## src/rtl/pipe_pkg.sv

```systemverilog
`timescale 1ns/1ps
`default_nettype none
// +--------------------------------------------------------------------------+
// | pipe_pkg : stage state encoding and ID/EX field layout for pipe stages   |
// | Rev 1.0                                                                  |
// +--------------------------------------------------------------------------+
package pipe_pkg;

  typedef enum logic [1:0] {
    EMPTY = 2'd0,
    ONE   = 2'd1,
    FULL  = 2'd2
  } stage_st_t;

  localparam int IDEX_CTRL_W = 7;
  localparam int IDEX_DATA_W = 143;

  // Control field bit positions
  localparam int CTRL_REGDST_BIT   = 0;
  localparam int CTRL_ALUSRC_BIT   = 1;
  localparam int CTRL_ALUCTR_LSB   = 2;
  localparam int CTRL_MEMWRITE_BIT = 4;
  localparam int CTRL_MEMTOREG_BIT = 5;
  localparam int CTRL_REGWRITE_BIT = 6;

  // Payload field LSB positions (rs at the bottom, busa at the top)
  localparam int DATA_RS_LSB      = 0;
  localparam int DATA_PCPLUS4_LSB = 5;
  localparam int DATA_SIGN_LSB    = 37;
  localparam int DATA_RT_LSB      = 69;
  localparam int DATA_RD_LSB      = 74;
  localparam int DATA_BUSB_LSB    = 79;
  localparam int DATA_BUSA_LSB    = 111;

  function automatic logic [IDEX_CTRL_W-1:0] idex_ctrl_pack(
    input logic       reg_write,
    input logic       mem_to_reg,
    input logic       mem_write,
    input logic [1:0] alu_ctr,
    input logic       alu_src,
    input logic       reg_dst
  );
    return {reg_write, mem_to_reg, mem_write, alu_ctr, alu_src, reg_dst};
  endfunction

endpackage
`default_nettype wire

```

## src/rtl/skid_slot.sv

```systemverilog
`timescale 1ns/1ps
`default_nettype none
// +--------------------------------------------------------------------------+
// | skid_slot : one ctrl+data holding register with load and ctrl-clear      |
// | Rev 1.0                                                                  |
// +--------------------------------------------------------------------------+
module skid_slot #(
  parameter int CTRL_W     = 7,
  parameter int DATA_W     = 143,
  parameter bit CLEAR_DATA = 1'b0
) (
  input  logic              clk,
  input  logic              rst,
  input  logic              i_load,
  input  logic              i_clear,
  input  logic [CTRL_W-1:0] i_ctrl,
  input  logic [DATA_W-1:0] i_data,
  output logic [CTRL_W-1:0] o_ctrl,
  output logic [DATA_W-1:0] o_data
);

  logic [CTRL_W-1:0] r_ctrl;
  logic [DATA_W-1:0] r_data;

  // Clear always empties ctrl; payload is only wiped when CLEAR_DATA asks for it.
  always_ff @(posedge clk) begin
    if (rst) begin
      r_ctrl <= '0;
      r_data <= '0;
    end else if (i_clear) begin
      r_ctrl <= '0;
      if (CLEAR_DATA) r_data <= '0;
    end else if (i_load) begin
      r_ctrl <= i_ctrl;
      r_data <= i_data;
    end
  end

  assign o_ctrl = r_ctrl;
  assign o_data = r_data;

endmodule
`default_nettype wire

```

## src/rtl/pipe_stage_skid.sv

```systemverilog
`timescale 1ns/1ps
`default_nettype none
// +--------------------------------------------------------------------------+
// | pipe_stage_skid : valid/ready pipeline register, 2-entry skid, flush     |
// | Rev 1.0                                                                  |
// +--------------------------------------------------------------------------+
module pipe_stage_skid
  import pipe_pkg::*;
#(
  parameter int CTRL_W     = IDEX_CTRL_W,
  parameter int DATA_W     = IDEX_DATA_W,
  parameter bit CLEAR_DATA = 1'b0
) (
  input  logic              clk,
  input  logic              rst,
  input  logic              flush,
  input  logic              in_valid,
  output logic              in_ready,
  input  logic [CTRL_W-1:0] in_ctrl,
  input  logic [DATA_W-1:0] in_data,
  output logic              out_valid,
  input  logic              out_ready,
  output logic [CTRL_W-1:0] out_ctrl,
  output logic [DATA_W-1:0] out_data,
  output logic [1:0]        occ
);

  stage_st_t r_state, w_state_nxt;

  logic              w_in_fire, w_out_fire;
  logic              w_main_load, w_main_clear, w_main_from_skid;
  logic              w_skid_load, w_skid_clear;
  logic [CTRL_W-1:0] w_main_ctrl_in, w_skid_ctrl;
  logic [DATA_W-1:0] w_main_data_in, w_skid_data;

  assign in_ready   = (r_state != FULL) & ~flush & ~rst;
  assign out_valid  = (r_state != EMPTY);
  assign w_in_fire  = in_valid & in_ready;
  assign w_out_fire = out_valid & out_ready;
  assign occ        = (r_state == FULL) ? 2'd2 : (r_state == ONE) ? 2'd1 : 2'd0;

  always_ff @(posedge clk) begin
    if (rst) r_state <= EMPTY;
    else     r_state <= w_state_nxt;
  end

  always_comb begin
    w_state_nxt      = r_state;
    w_main_load      = 1'b0;
    w_main_clear     = 1'b0;
    w_main_from_skid = 1'b0;
    w_skid_load      = 1'b0;
    w_skid_clear     = 1'b0;
    if (flush) begin
      w_state_nxt  = EMPTY;
      w_main_clear = 1'b1;
      w_skid_clear = 1'b1;
    end else begin
      unique case (r_state)
        EMPTY: begin
          if (w_in_fire) begin
            w_state_nxt = ONE;
            w_main_load = 1'b1;
          end
        end
        ONE: begin
          if (w_in_fire && w_out_fire) begin
            w_main_load = 1'b1;
          end else if (w_in_fire) begin
            w_state_nxt = FULL;
            w_skid_load = 1'b1;
          end else if (w_out_fire) begin
            // Drain to a bubble: ctrl must read 0 while out_valid is low.
            w_state_nxt  = EMPTY;
            w_main_clear = 1'b1;
          end
        end
        FULL: begin
          if (w_out_fire) begin
            w_state_nxt      = ONE;
            w_main_load      = 1'b1;
            w_main_from_skid = 1'b1;
            w_skid_clear     = 1'b1;
          end
        end
        default: w_state_nxt = EMPTY;
      endcase
    end
  end

  assign w_main_ctrl_in = w_main_from_skid ? w_skid_ctrl : in_ctrl;
  assign w_main_data_in = w_main_from_skid ? w_skid_data : in_data;

  skid_slot #(
    .CTRL_W     (CTRL_W),
    .DATA_W     (DATA_W),
    .CLEAR_DATA (CLEAR_DATA)
  ) u_main (
    .clk     (clk),
    .rst     (rst),
    .i_load  (w_main_load),
    .i_clear (w_main_clear),
    .i_ctrl  (w_main_ctrl_in),
    .i_data  (w_main_data_in),
    .o_ctrl  (out_ctrl),
    .o_data  (out_data)
  );

  skid_slot #(
    .CTRL_W     (CTRL_W),
    .DATA_W     (DATA_W),
    .CLEAR_DATA (CLEAR_DATA)
  ) u_skid (
    .clk     (clk),
    .rst     (rst),
    .i_load  (w_skid_load),
    .i_clear (w_skid_clear),
    .i_ctrl  (in_ctrl),
    .i_data  (in_data),
    .o_ctrl  (w_skid_ctrl),
    .o_data  (w_skid_data)
  );

endmodule
`default_nettype wire

```

## config.mk

```make
export PLATFORM = sky130hd
export DESIGN_NAME = pipe_stage_skid
export DESIGN_NICKNAME = d
export VERILOG_FILES = /design/src/rtl/pipe_pkg.sv /design/src/rtl/skid_slot.sv /design/src/rtl/pipe_stage_skid.sv
export SDC_FILE = /design/constraint.sdc
export NUM_CORES = 1
export LEC_CHECK = 0
export ABC_AREA = 1
export CELL_PAD_IN_SITES_DETAIL_PLACEMENT = 0
export CELL_PAD_IN_SITES_GLOBAL_PLACEMENT = 1
export CORE_MARGIN = 2
export CORE_UTILIZATION = 33
export DETAILED_ROUTE_END_ITERATION = 10
export GPL_ROUTABILITY_DRIVEN = 0
export PLACE_DENSITY_LB_ADDON = 0.15
export SLEW_MARGIN = 30
export SYNTH_ARGS = -nofsm -noshare
export SYNTH_HDL_FRONTEND = slang
export SYNTH_HIERARCHICAL = 1
export SYNTH_SLANG_ARGS = --single-unit
```

## constraint.sdc

```tcl
create_clock -name clk -period 1.5 [get_ports clk]
set_input_delay 0.3 -clock clk [delete_from_list [all_inputs] [get_ports clk]]
set_output_delay 0.3 -clock clk [all_outputs]
set_load 0.005 [all_outputs]
```

==> reports/results.md, run 1 <==
| Group | Metric | Reported |
| --- | --- | --- |
| timing | Highest achievable clock rate | 558 MHz |
| global routing | Initial antenna violation count | 13 |
| global routing | Global-route wire length before repair | 79600 um |
| layout | Net count reported at finish | 2936 |
| power | Peak VDD IR | 0.000828 V |
| route | Detail-routed net length per standard cell | 17.0 um |
| global routing | Met1 track demand over resource in global routing | 28.5% |
| floorplanning | Initial Util | 33.4% |
| placement | Port bufs | 308 |
| placement | Post-Place Cell Area | 19600 um2 |
| synth | Post-synth design cell area | 15500 um2 |
| timing | Final setup slack of the worst path | -0.292 ns |
| synth | Number of enable-type register cells in the synthesized netlist | 0 |
| synth | Synthesized area per cell | 6.40 um2 |
| synth | Leading post-synthesis cells by cell area | sky130_fd_sc_hd__dfxtp_1 (39%), sky130_fd_sc_hd__nor2_1 (14%), sky130_fd_sc_hd__nand2_1 (12%) |
| floorplanning | Die height | 221 um |
| synth | Distinct cells, synth | 21 |
| route | Post-DR vias/cell | 4.52 |
| power | Pwr dens | 855 nW/um2 |
| floorplanning | Die X | 221 um |
| critical path | Critical path arrival | 2.27 ns |
| timing | Remaining max-slew budget at the tightest pin | 74.3% |
| synth | Post-synthesis async set-or-reset flop share | 0% |
| route | Remaining design rule violation count | 0 |
| timing | Worst Max-Slew Pin Slew | 0.386 ns |
| global routing | GRT Resource Usage Total | 21.0% |
| clocking | Clock tree from TritonCTS | done |
| global routing | GRT overflow | 0 |
| clocking | Longest Clk Path Bufs | 3 |
| timing | Final setup fails | 308 |
| timing | Clock tree skew after final layout | 0.0148 ns |
| clocking | Clock-pin transition on the worst setup and hold timing paths | 0.06 ns |
| floorplanning | Core region area | 46500 um2 |
| critical path | Worst setup path class | reg2reg |
| synth | Dominant cell type by area after synthesis | sky130_fd_sc_hd__dfxtp_1 |
| clocking | Hold bufs inserted after CTS | 0 |
| clocking | Num CTS Buffers | 39 |
| synth | Register bit count reported by yosys | 302 |
| route | Antenna violation net count after detailed routing | 0 |
| outcome | Outcome | finished with violations |
| global routing | GR Layer Usage met2 | 33.2% |
| critical path | Critical Path Fanout Max | 8 |
| synth | Most instantiated cells after synthesis | sky130_fd_sc_hd__nor2_1 (576), sky130_fd_sc_hd__nand2_1 (476), sky130_fd_sc_hd__inv_1 (440) |
| layout | Post-synthesis to final-layout area growth | 52.2% |
| synth | Prevailing post-synth register cell | sky130_fd_sc_hd__dfxtp_1 |
| global routing | Most heavily used metal layer in global routing | met2 |
| route | Length of the first detailed-routing pass in iterations | 8 |
| layout | Layout Cell Area excl Fill | 23600 um2 |
| clocking | TritonCTS sink count | 302 |
| global routing | Met3 global-route usage | 4.62% |
| power | Overall power consumption | 20.2 mW |
| synth | Yosys top cell area share | 39.0% |
| timing | Shortest period the worst path allows | 1.79 ns |
| flow run | Count of max-cap constraint violations | 0 |
| critical path | Critical Path Start Type | flop |
| synth | Sequential fraction of the synthesis area | 39.0% |
| floorplanning | Row Count | 79 |
| clocking | Skew-Pair Late Insertion Delay | 0.56 ns |
| floorplanning | Die Area | 48700 um2 |
| global routing | Via count of the first global-routing pass | 13814 |
| global routing | Largest net degree at the start of global routing | 48 |
| layout | Number of fillers in the final layout | 4689 |
| critical path | Crit path required time | 1.98 ns |
| synth | Syn Inst Count | 2422 |
| critical path | Crit end category | flop |
| timing | Number of hold-slack violations in the final timing report | 0 |
| clocking | Root buffer cell | sky130_fd_sc_hd__clkbuf_16 |
| worst hold path | HP Class | in2reg |
| timing | Final Max Slew Viols | 0 |
| layout | Share of the core filled with cells in the final layout | 50.8% |
| route | Overall routed net length | 58000 um |
| layout | Share of post-route cells with drive strength above 1 | 20.8% |
| synth | Most frequent cell after synthesis | sky130_fd_sc_hd__nor2_1 |
| synth | Syn nets | 2577 |
| timing | Portion of the clock cycle consumed by the worst path in the final layout | 119% |
| power | Leakage power summed over all cells | 11.0 nW |
| route | Via total after detailed routing | 15447 |
| timing | Setup repair after global routing missed its margin | true |
| route | Initial drt markers | 940 |
| outcome | Violated checks | setup timing |
| floorplanning | Boundary pin count | 309 |
| synth | Total of warnings raised by yosys | 6 |
| placement | Half-perimeter wire length after placement | 32400 um |
| clocking | Max H-tree Level | 2 |
==> worst paths after layout <==
| path | start | slack, ns | depth (start not counted) | end |
|---|---|---|---|---|
| worst min register to register | u_main/o_ctrl[2] | 0.46 | 2 | u_main/o_ctrl[2] |
| worst min-delay path | flush | 0.34 | 4 | r_state[1] |
| worst max register to register | r_state[0] | -0.29 | 12 | u_main/o_data[32] |
| worst max-delay path | r_state[0] | -0.29 | 12 | u_main/o_data[32] |
==> cells by family (layout without fill, tap and decap cells) <==
group | after synthesis | after routing | synth area share, %
simple gates | 1347 | 1347 | 35.2
flops | 302 | 302 | 39.0
other cells | 0 | 3 | 0
buf+inv | 604 | 989 | 17.1
compound gates | 169 | 169 | 8.67
==> sequential cells by signal, summed over array words and instances, names as in the netlist <==
signal and cells:
u_skid/o_data 143, u_main/o_data 143, u_skid/o_ctrl 7, r_state 2, u_main/o_ctrl 7
==> timing repair <==
| item | CTS | global route |
|---|---|---|
| pin swaps | 19 | 127 |
| cloned | 20 | 47 |
| setup buffers | 13 | 7 |
| gates resized for setup | 293 | 242 |
| endpoints found under the setup margin | 454 | 317 |
==> critical path, stage by stage (launching register included) <==
cell and delay (ns):
sky130_fd_sc_hd__dfxtp_4 0.35, sky130_fd_sc_hd__buf_6 0.12, sky130_fd_sc_hd__nor2_4 0.11, sky130_fd_sc_hd__buf_6 0.12, sky130_fd_sc_hd__nand3_4 0.08, sky130_fd_sc_hd__buf_12 0.17
sky130_fd_sc_hd__clkbuf_16 0.20, sky130_fd_sc_hd__buf_12 0.16, sky130_fd_sc_hd__o21ai_2 0.11, sky130_fd_sc_hd__inv_1 0.05, sky130_fd_sc_hd__nand3_1 0.06, sky130_fd_sc_hd__nand2_1 0.09
sky130_fd_sc_hd__nor2_1 0.10
==> cell usage in the layout, fill, tap and decap left out, drive strengths merged <==
cell type        n
a21oi           17
a31oi            1
buf            129
bufbuf           4
bufinv           4
clkbuf          94
clkdlybuf4s15   24
clkdlybuf4s50  153
clkinv           5
clkinvlp         1
dfxtp          302
diode            3
dlygate4sd2    128
inv            447
nand2          476
nand3          290
nand4            1
nor2           579
nor3             1
o21ai          151
==> per-layer routing <==
metal	wire (um)	vias up
met5	111	-
met1	26500	7042
met3	3480	95
met2	26600	341
li1	-	7953
met4	1320	16
==> power breakdown <==
part | leakage [nW] | switching, mW | internal (mW)
Combinational | 7.96 | 1.22 | 1.14
Sequential | 2.45 | 0.0696 | 8.14
Clock | 0.624 | 3.73 | 5.87
Total | 11.0 | 5.01 | 15.2
==> layout make-up <==
cell class	count	area [um2]	area share, %
inverter	447	1700	7.20
sequential	302	6090	25.8
antenna	3	7.51	0.0318
clock inverter	10	153	0.647
multi-input combinational	1516	7620	32.3
clock buffer	57	1130	4.78
timing repair buffer	475	6120	26.0
tap	607	759	3.22
==> metrics by stage <==
stage	hold WS, ns	TNS, ns	setup slack [ns]	cells
floorplan	0.436	0	0.0296	2422
global placement	0.447	-186.92	-0.699	3264
detailed placement	0.451	-199.41	-0.740	3264
CTS	0.257	-49.25	-0.266	3364
global route	0.358	-85.16	-0.340	3417
finish	0.342	-61.05	-0.292	3417
(Power assumes the default switching activity.)
==> run 2, diff against run 1 <==
Settings changed: CORE_UTILIZATION 33 to 36.
Clock period 1.5 ns to 1.9 ns, I/O delays scaled along.
==> run 2 against run 1 <==
The run now ends clean. Wire length shrank 18%. Clock skew hardly changed. Die area fell by 8.2%. Final cell count is 3.9% lower.
==> reports/results.md, run 2 (synthesis gave the netlist of run 1 again) <==
| Group | Metric | Reported | Delta |
| --- | --- | --- | --- |
| route | Length of the first detailed-routing pass in iterations | 5 | -3 |
| route | Detail-routed net length per standard cell | 14.4 um | -15% |
| timing | Highest achievable clock rate | 536 MHz |  |
| critical path | Origin of the critical flop-to-flop path | r_state[1] |  |
| timing | Final setup slack of the worst path | 0.0326 ns | +0.325 ns |
| timing | Remaining max-slew budget at the tightest pin | 79.2% | +4.9 points |
| critical path | Crit end category | primary output |  |
| power | Part of the power in the clock network | 46.2% | -1.4 points |
| timing | Worst Max-Slew Pin Slew | 0.312 ns | -0.0738 ns |
| timing | Final Max Slew Viols | 0 | unchanged |
| critical path | Largest delay share family, worst path | buffers and inverters |  |
| layout | Post-synthesis to final-layout area growth | 34.8% |  |
| floorplanning | Initial Util | 36.2% | +2.9 points |
| placement | Pre-CTS setup slack | -0.478 ns | +0.262 ns |
| clocking | Num CTS Buffers | 37 | -5.1% |
| critical path | Largest stage delay on the critical path | 0.59 ns | +0.24 ns |
| route | Post-DR vias/cell | 4.50 | -0.51% |
| critical path | Endpoint of the most critical register-to-register path | u_skid/o_data[105] |  |
| global routing | Via count of the first global-routing pass | 13523 | -2.1% |
| floorplanning | Row Count | 76 | -3.8% |
| critical path | Setup slack on the worst flop-to-flop path | 0.09 ns | +0.38 ns |
| layout | Leading cell types in the layout, fill and taps excluded | sky130_fd_sc_hd__nor2_1 (574), sky130_fd_sc_hd__nand2_1 (475), sky130_fd_sc_hd__inv_1 (440) |  |
| critical path | Slowest-stage cell, CP | sky130_fd_sc_hd__clkdlybuf4s50_1 |  |
| worst hold path | Destination of the worst hold path | u_skid/o_ctrl[4] |  |
| timing | Number of hold-slack violations in the final timing report | 0 | unchanged |
| floorplanning | Die Area | 44700 um2 | -8.2% |
| route | Via total after detailed routing | 14775 | -4.4% |
| clocking | Clock tree from TritonCTS | done |  |
| power | Net Switching | 3.72 mW | -26% |
| clocking | TritonCTS sink count | 302 | unchanged |
| global routing | GRT overflow | 0 | unchanged |
| layout | Number of fillers in the final layout | 4453 | -5.0% |
| critical path | Critical Path Fanout Max | 2 | -6 |
| route | Overall routed net length | 47500 um | -18% |
| worst hold path | Start point of the worst min-delay path | in_ctrl[4] |  |
| clocking | Longest Clk Path Bufs | 3 | unchanged |
| critical path | Cell count of the worst reg-to-reg path | 11 | -1 |
| timing | Setup_tns | 0 ns | +61.05 ns |
| global routing | Largest net degree at the start of global routing | 63 | +31% |
| route | Antenna violation net count after detailed routing | 0 | unchanged |
| outcome | Outcome | finished clean |  |
| floorplanning | Boundary pin count | 309 | unchanged |
| route | Initial drt markers | 810 | -14% |
| power | Peak VDD IR | 0.000757 V | -8.5% |
| critical path | Crit path required time | 1.52 ns | -0.46 ns |
| power | Pwr dens | 723 nW/um2 | -15% |
| power | Switching part of the total power | 24.6% | -0.25 points |
| timing | Final setup fails | 0 | -100% |
| power | Leakage power summed over all cells | 9.29 nW | -16% |
| critical path | Critical Path Start Type | flop |  |
| critical path | Cells along the critical path | clkdlybuf4s50_1 |  |
| floorplanning | Die X | 211 um | -4.2% |
| clocking | Root buffer cell | sky130_fd_sc_hd__clkbuf_16 |  |
| power | Part of the power in combinational logic | 11.0% | -0.7 points |
| worst hold path | Worst Hold Depth | 3 | -1 |
| worst hold path | HP Class | in2reg |  |
| timing | Portion of the clock cycle consumed by the worst path in the final layout | 98.3% |  |
| power | Total internal power | 11.4 mW | -25% |
| layout | Net count reported at finish | 2864 | -2.5% |
| layout | Most common cell after layout, fill and taps aside | sky130_fd_sc_hd__nor2_1 |  |
| placement | Port bufs | 308 | unchanged |
| clocking | Skew-Pair Late Insertion Delay | 0.55 ns | about the same |
| layout | Share of post-route cells with drive strength above 1 | 10.9% | -9.9 points |
| power | Sequential share of power | 42.8% | +2.1 points |
| global routing | GRT Resource Usage Total | 20.7% | -0.32 points |
| timing | Clock tree skew after final layout | 0.0152 ns | +0.000385 ns |
| clocking | Clock-pin transition on the worst setup and hold timing paths | 0.06 ns | about the same |
| flow run | Count of max-cap constraint violations | 0 | unchanged |
| floorplanning | Die height | 211 um | -4.2% |
| clocking | Hold bufs inserted after CTS | 0 | unchanged |
| placement | Post-Place Cell Area | 19500 um2 | -0.20% |
| critical path | Critical path arrival | 1.49 ns | -0.78 ns |
| layout | Layout Cell Area excl Fill | 20900 um2 | -11% |
| clocking | Max H-tree Level | 2 | unchanged |
| global routing | Initial antenna violation count | 8 | -5 |
| timing | Shortest period the worst path allows | 1.87 ns |  |
| route | Remaining design rule violation count | 0 | unchanged |
| critical path | Count of buffer and inverter cells on the critical path | 1 | -5 |
| placement | Half-perimeter wire length after placement | 31400 um | -2.9% |
| critical path | Worst setup path class | reg2out |  |
| global routing | Global-route wire length before repair | 73600 um | -7.5% |
| floorplanning | Core region area | 42800 um2 | -7.9% |
[run 2: final cells by class]
class	instances	area (um2)	area share [%]
antenna	3	7.51	0.0359
clock buffer	62	1120	5.37
clock inverter	4	52.6	0.252
inverter	447	1690	8.09
multi-input combinational	1516	6830	32.7
sequential	302	6050	29.0
tap	546	683	3.27
timing repair buffer	405	4450	21.3
[run 2: routing by layer]
layer | GRT usage [%] | part of all wire, % | vias to the layer above
met2 | 33.1 | 45 | 343
met1 | 27.5 | 46 | 6583
met3 | 5.22 | 6.8 | 62
met4 | 6.14 | 2.0 | 10
met5 | 0 | 0.15 | -
li1 | - | - | 7777
[run 2: worst max path at each step]
| stage | startpoint | to | slack, ns | depth (start not counted) |
|---|---|---|---|---|
| after global placement | flush | u_skid/o_data[119] | -0.36 | 10 |
| after CTS | u_main/o_data[64] | out_data[64] | 0.008 | 1 |
| after global routing | r_state[1] | u_skid/o_data[21] | -0.0003 | 10 |
| after floorplan | flush | u_skid/o_data[100] | 0.23 | 10 |
| final | u_main/o_data[0] | out_data[0] | 0.03 | 1 |
| after detailed placement | rst | u_skid/o_data[124] | -0.48 | 10 |
[run 2: repair_timing]
item                       CTS  global route
pin swaps                    1             2
setup buffers                3             4
hold endpoints to repair     0             0
gates resized for setup     17             5
setup endpoints to repair    8            55
cloned                       0             3
[run 2: power groups by stage]
stage | Sequential, mW | Combinational, mW | Clock [mW]
3_3_place_gp | 6.61 | 1.65 | 0
2_1_floorplan | 6.61 | 0.825 | 0
6_report | 6.47 | 1.66 | 6.98
4_1_cts | 6.47 | 1.67 | 7.23
5_1_grt | 6.48 | 1.85 | 7.46
3_5_place_dp | 6.61 | 1.66 | 0
[run 2: metrics by stage]
step / util [%] / hold WS (ns) / power, mW / cells
final: 48.8 / 0.417 / 15.1 / 3285
after global routing: 48.8 / 0.417 / 15.8 / 3283
after CTS: 48.5 / 0.374 / 15.4 / 3275
after detailed placement: 45.7 / 0.452 / 8.27 / 3206
after global placement: 45.7 / 0.446 / 8.26 / 3206
after floorplan: - / 0.440 / 7.44 / 2422
==> run 3, diff against run 2 <==
Settings changed: CELL_PAD_IN_SITES_DETAIL_PLACEMENT 0 to default, CELL_PAD_IN_SITES_GLOBAL_PLACEMENT 1 to default, CORE_UTILIZATION 36 to 52.
==> run 3 against run 2 <==
Clock skew down 0.0030 ns. Clock power down 5.3%. Final cell count down 5.0%. Setup slack better by 0.068 ns. Die area down 30%. Critical path depth unchanged. First-iteration DRC count up 29%. Clock-buffer cell count down 9. Core utilization up 21 points. Combinational power about the same. Sequential share of layout area up 0.49 points. Largest power group unchanged. Highest routed layer unchanged.
==> reports/results.md, run 3 (synthesis gave the netlist of run 1 again) <==
| Group | Metric | Reported | Delta |
| --- | --- | --- | --- |
| route | Initial drt markers | 1042 | +29% |
| power | Total internal power | 11.3 mW | -1.1% |
| route | Via total after detailed routing | 15120 | +2.3% |
| power | Sequential share of power | 44.0% | +1.2 points |
| critical path | Crit path required time | 1.52 ns | about the same |
| layout | Number of fillers in the final layout | 2550 | -43% |
| layout | Share of post-route cells with drive strength above 1 | 10.7% | -0.14 points |
| layout | Sequential Area | 6050 um2 | about the same |
| power | Overall power consumption | 14.7 mW | -2.5% |
| layout | Post-synthesis to final-layout area growth | 32.5% |  |
| critical path | Cells along the critical path | clkdlybuf4s50_1 |  |
| critical path | Critical path arrival | 1.42 ns | -0.07 ns |
| clocking | Num CTS Buffers | 36 | -2.7% |
| timing | Worst Max-Slew Pin Slew | 0.359 ns | +0.0466 ns |
| route | Detail-routed net length per standard cell | 13.5 um | -6.3% |
| route | Length of the first detailed-routing pass in iterations | 5 | unchanged |
| clocking | Hold bufs inserted after CTS | 0 | unchanged |
| critical path | Critical Path Fanout Max | 2 | unchanged |
| power | Part of the power in the clock network | 44.9% | -1.3 points |
| worst hold path | HP Class | in2reg |  |
| global routing | GRT overflow | 0 | unchanged |
| clocking | TritonCTS sink count | 302 | unchanged |
| global routing | GRT Resource Usage Total | 25.9% | +5.2 points |
| critical path | Cell depth of the worst setup path | 1 | unchanged |
| critical path | Largest delay share family, worst path | buffers and inverters |  |
| layout | Area of the multi-input gates | 6840 um2 | +0.16% |
| floorplanning | Die Area | 31200 um2 | -30% |
| clocking | Clock-pin transition on the worst setup and hold timing paths | 0.06 ns | about the same |
| floorplanning | Row Count | 63 | -17% |
| critical path | Critical Path Start Type | flop |  |
| power | Switching part of the total power | 23.5% | -1.1 points |
| floorplanning | Core region area | 29500 um2 | -31% |
| worst hold path | Worst Hold Depth | 4 | +1 |
| floorplanning | Die X | 177 um | -16% |
| global routing | Via count of the first global-routing pass | 13971 | +3.3% |
| global routing | Largest net degree at the start of global routing | 75 | +19% |
| layout | Number of non-filler instances in the completed layout | 3121 | -5.0% |
| floorplanning | Boundary pin count | 309 | unchanged |
| flow run | Count of max-cap constraint violations | 0 | unchanged |
| layout | Most common cell after layout, fill and taps aside | sky130_fd_sc_hd__nor2_1 |  |
| critical path | Crit end category | primary output |  |
| floorplanning | Die height | 177 um | -16% |
| floorplanning | Initial Util | 52.6% | +16 points |
| power | Part of the power in combinational logic | 11.1% | about the same |
| route | Antenna violation net count after detailed routing | 0 | unchanged |
| critical path | Slowest-stage cell, CP | sky130_fd_sc_hd__clkdlybuf4s50_1 |  |
| power | Pwr dens | 717 nW/um2 | -0.84% |
| timing | Final Max Slew Viols | 0 | unchanged |
| route | Remaining design rule violation count | 0 | unchanged |
| global routing | Initial antenna violation count | 5 | -3 |
| placement | Half-perimeter wire length after placement | 27700 um | -12% |
| critical path | Count of buffer and inverter cells on the critical path | 1 | unchanged |
| timing | Shortest period the worst path allows | 1.80 ns | -0.0685 ns |
| timing | Final setup fails | 0 | unchanged |
| timing | Setup repair after global routing missed its margin | false |  |
| global routing | Global-route wire length before repair | 66900 um | -9.1% |
| timing | Highest achievable clock rate | 556 MHz | +3.8% |
| placement | Placed cell count | 3045 | -5.0% |
| timing | Remaining max-slew budget at the tightest pin | 76.1% | -3.1 points |
| timing | Portion of the clock cycle consumed by the worst path in the final layout | 94.7% | -3.6 points |
| layout | Leading cell types in the layout, fill and taps excluded | sky130_fd_sc_hd__nor2_1 (574), sky130_fd_sc_hd__nand2_1 (475), sky130_fd_sc_hd__inv_1 (440) |  |
| power | Peak VDD IR | 0.000600 V | -21% |
| placement | Port bufs | 308 | unchanged |
| critical path | Cell count of the worst reg-to-reg path | 11 | unchanged |
| timing | Setup_tns | 0 ns | unchanged |
| power | Leakage power summed over all cells | 9.19 nW | -1.1% |
| clocking | Max H-tree Level | 2 | unchanged |
| clocking | Skew-Pair Late Insertion Delay | 0.51 ns | -0.04 ns |
| timing | Number of hold-slack violations in the final timing report | 0 | unchanged |
| layout | Net count reported at finish | 2858 | -0.21% |
| clocking | Root buffer cell | sky130_fd_sc_hd__clkbuf_16 |  |
| route | Post-DR vias/cell | 4.84 | +7.7% |
| outcome | Outcome | finished clean |  |
| clocking | Longest Clk Path Bufs | 3 | unchanged |
| critical path | Largest stage delay on the critical path | 0.53 ns | -0.06 ns |
| timing | Clock tree skew after final layout | 0.0123 ns | -0.00296 ns |
| route | Overall routed net length | 42200 um | -11% |
| clocking | Clock tree from TritonCTS | done |  |
| critical path | Worst setup path class | reg2out |  |
| power | Net Switching | 3.47 mW | -6.8% |
[run 3: worst paths after layout]
check	endpoint	slack, ns	startpoint
max reg2reg	u_main/o_data[139]	0.11	r_state[1]
min	r_state[0]	0.31	flush
min reg2reg	u_skid/o_ctrl[3]	0.46	u_skid/o_ctrl[3]
max	out_data[140]	0.10	u_main/o_data[140]
[run 3: timing repair]
item,in CTS,in global routing
cloned,0,3
setup buffers,1,6
setup endpoints to repair,8,199
gates resized for setup,15,3
pin swaps,1,2
[run 3: final cells by class]
class                   count  share of cell area (%)
repair buffers            400                    21.1
flip-flops and latches    302                    29.5
clock inverters             8                   0.439
diodes                      5                  0.0609
multi-input cells        1516                    33.3
clock buffers              53                    5.05
well taps                 390                    2.38
inverters                 447                    8.23
[run 3: layer usage]
layer	track usage, %	wire length (um)	vias up
met5	0	13	-
met4	10.6	1500	2
met3	5.18	3090	94
met2	43.1	19400	458
met1	33.0	18300	6805
li1	-	-	7761
[run 3: through the flow]
stage | hold slack (ns) | util [%] | worst slack (ns) | instance area, um2
after global placement | 0.446 | 65.2 | -0.409 | 19200
after global routing | 0.336 | 69.6 | 0.00200 | 20500
final | 0.315 | 69.6 | 0.101 | 20500
after detailed placement | 0.451 | 65.2 | -0.531 | 19200
after floorplan | 0.440 | - | 0.233 | 15500
after CTS | 0.449 | 69.1 | 0.00490 | 20400
[run 3: power groups by stage]
stage | Combinational [mW] | Sequential, mW | Clock [mW]
final | 1.64 | 6.48 | 6.61
after global placement | 1.59 | 6.61 | 0
after global routing | 1.82 | 6.48 | 7.00
after floorplan | 0.825 | 6.61 | 0
after detailed placement | 1.62 | 6.61 | 0
after CTS | 1.63 | 6.48 | 6.71
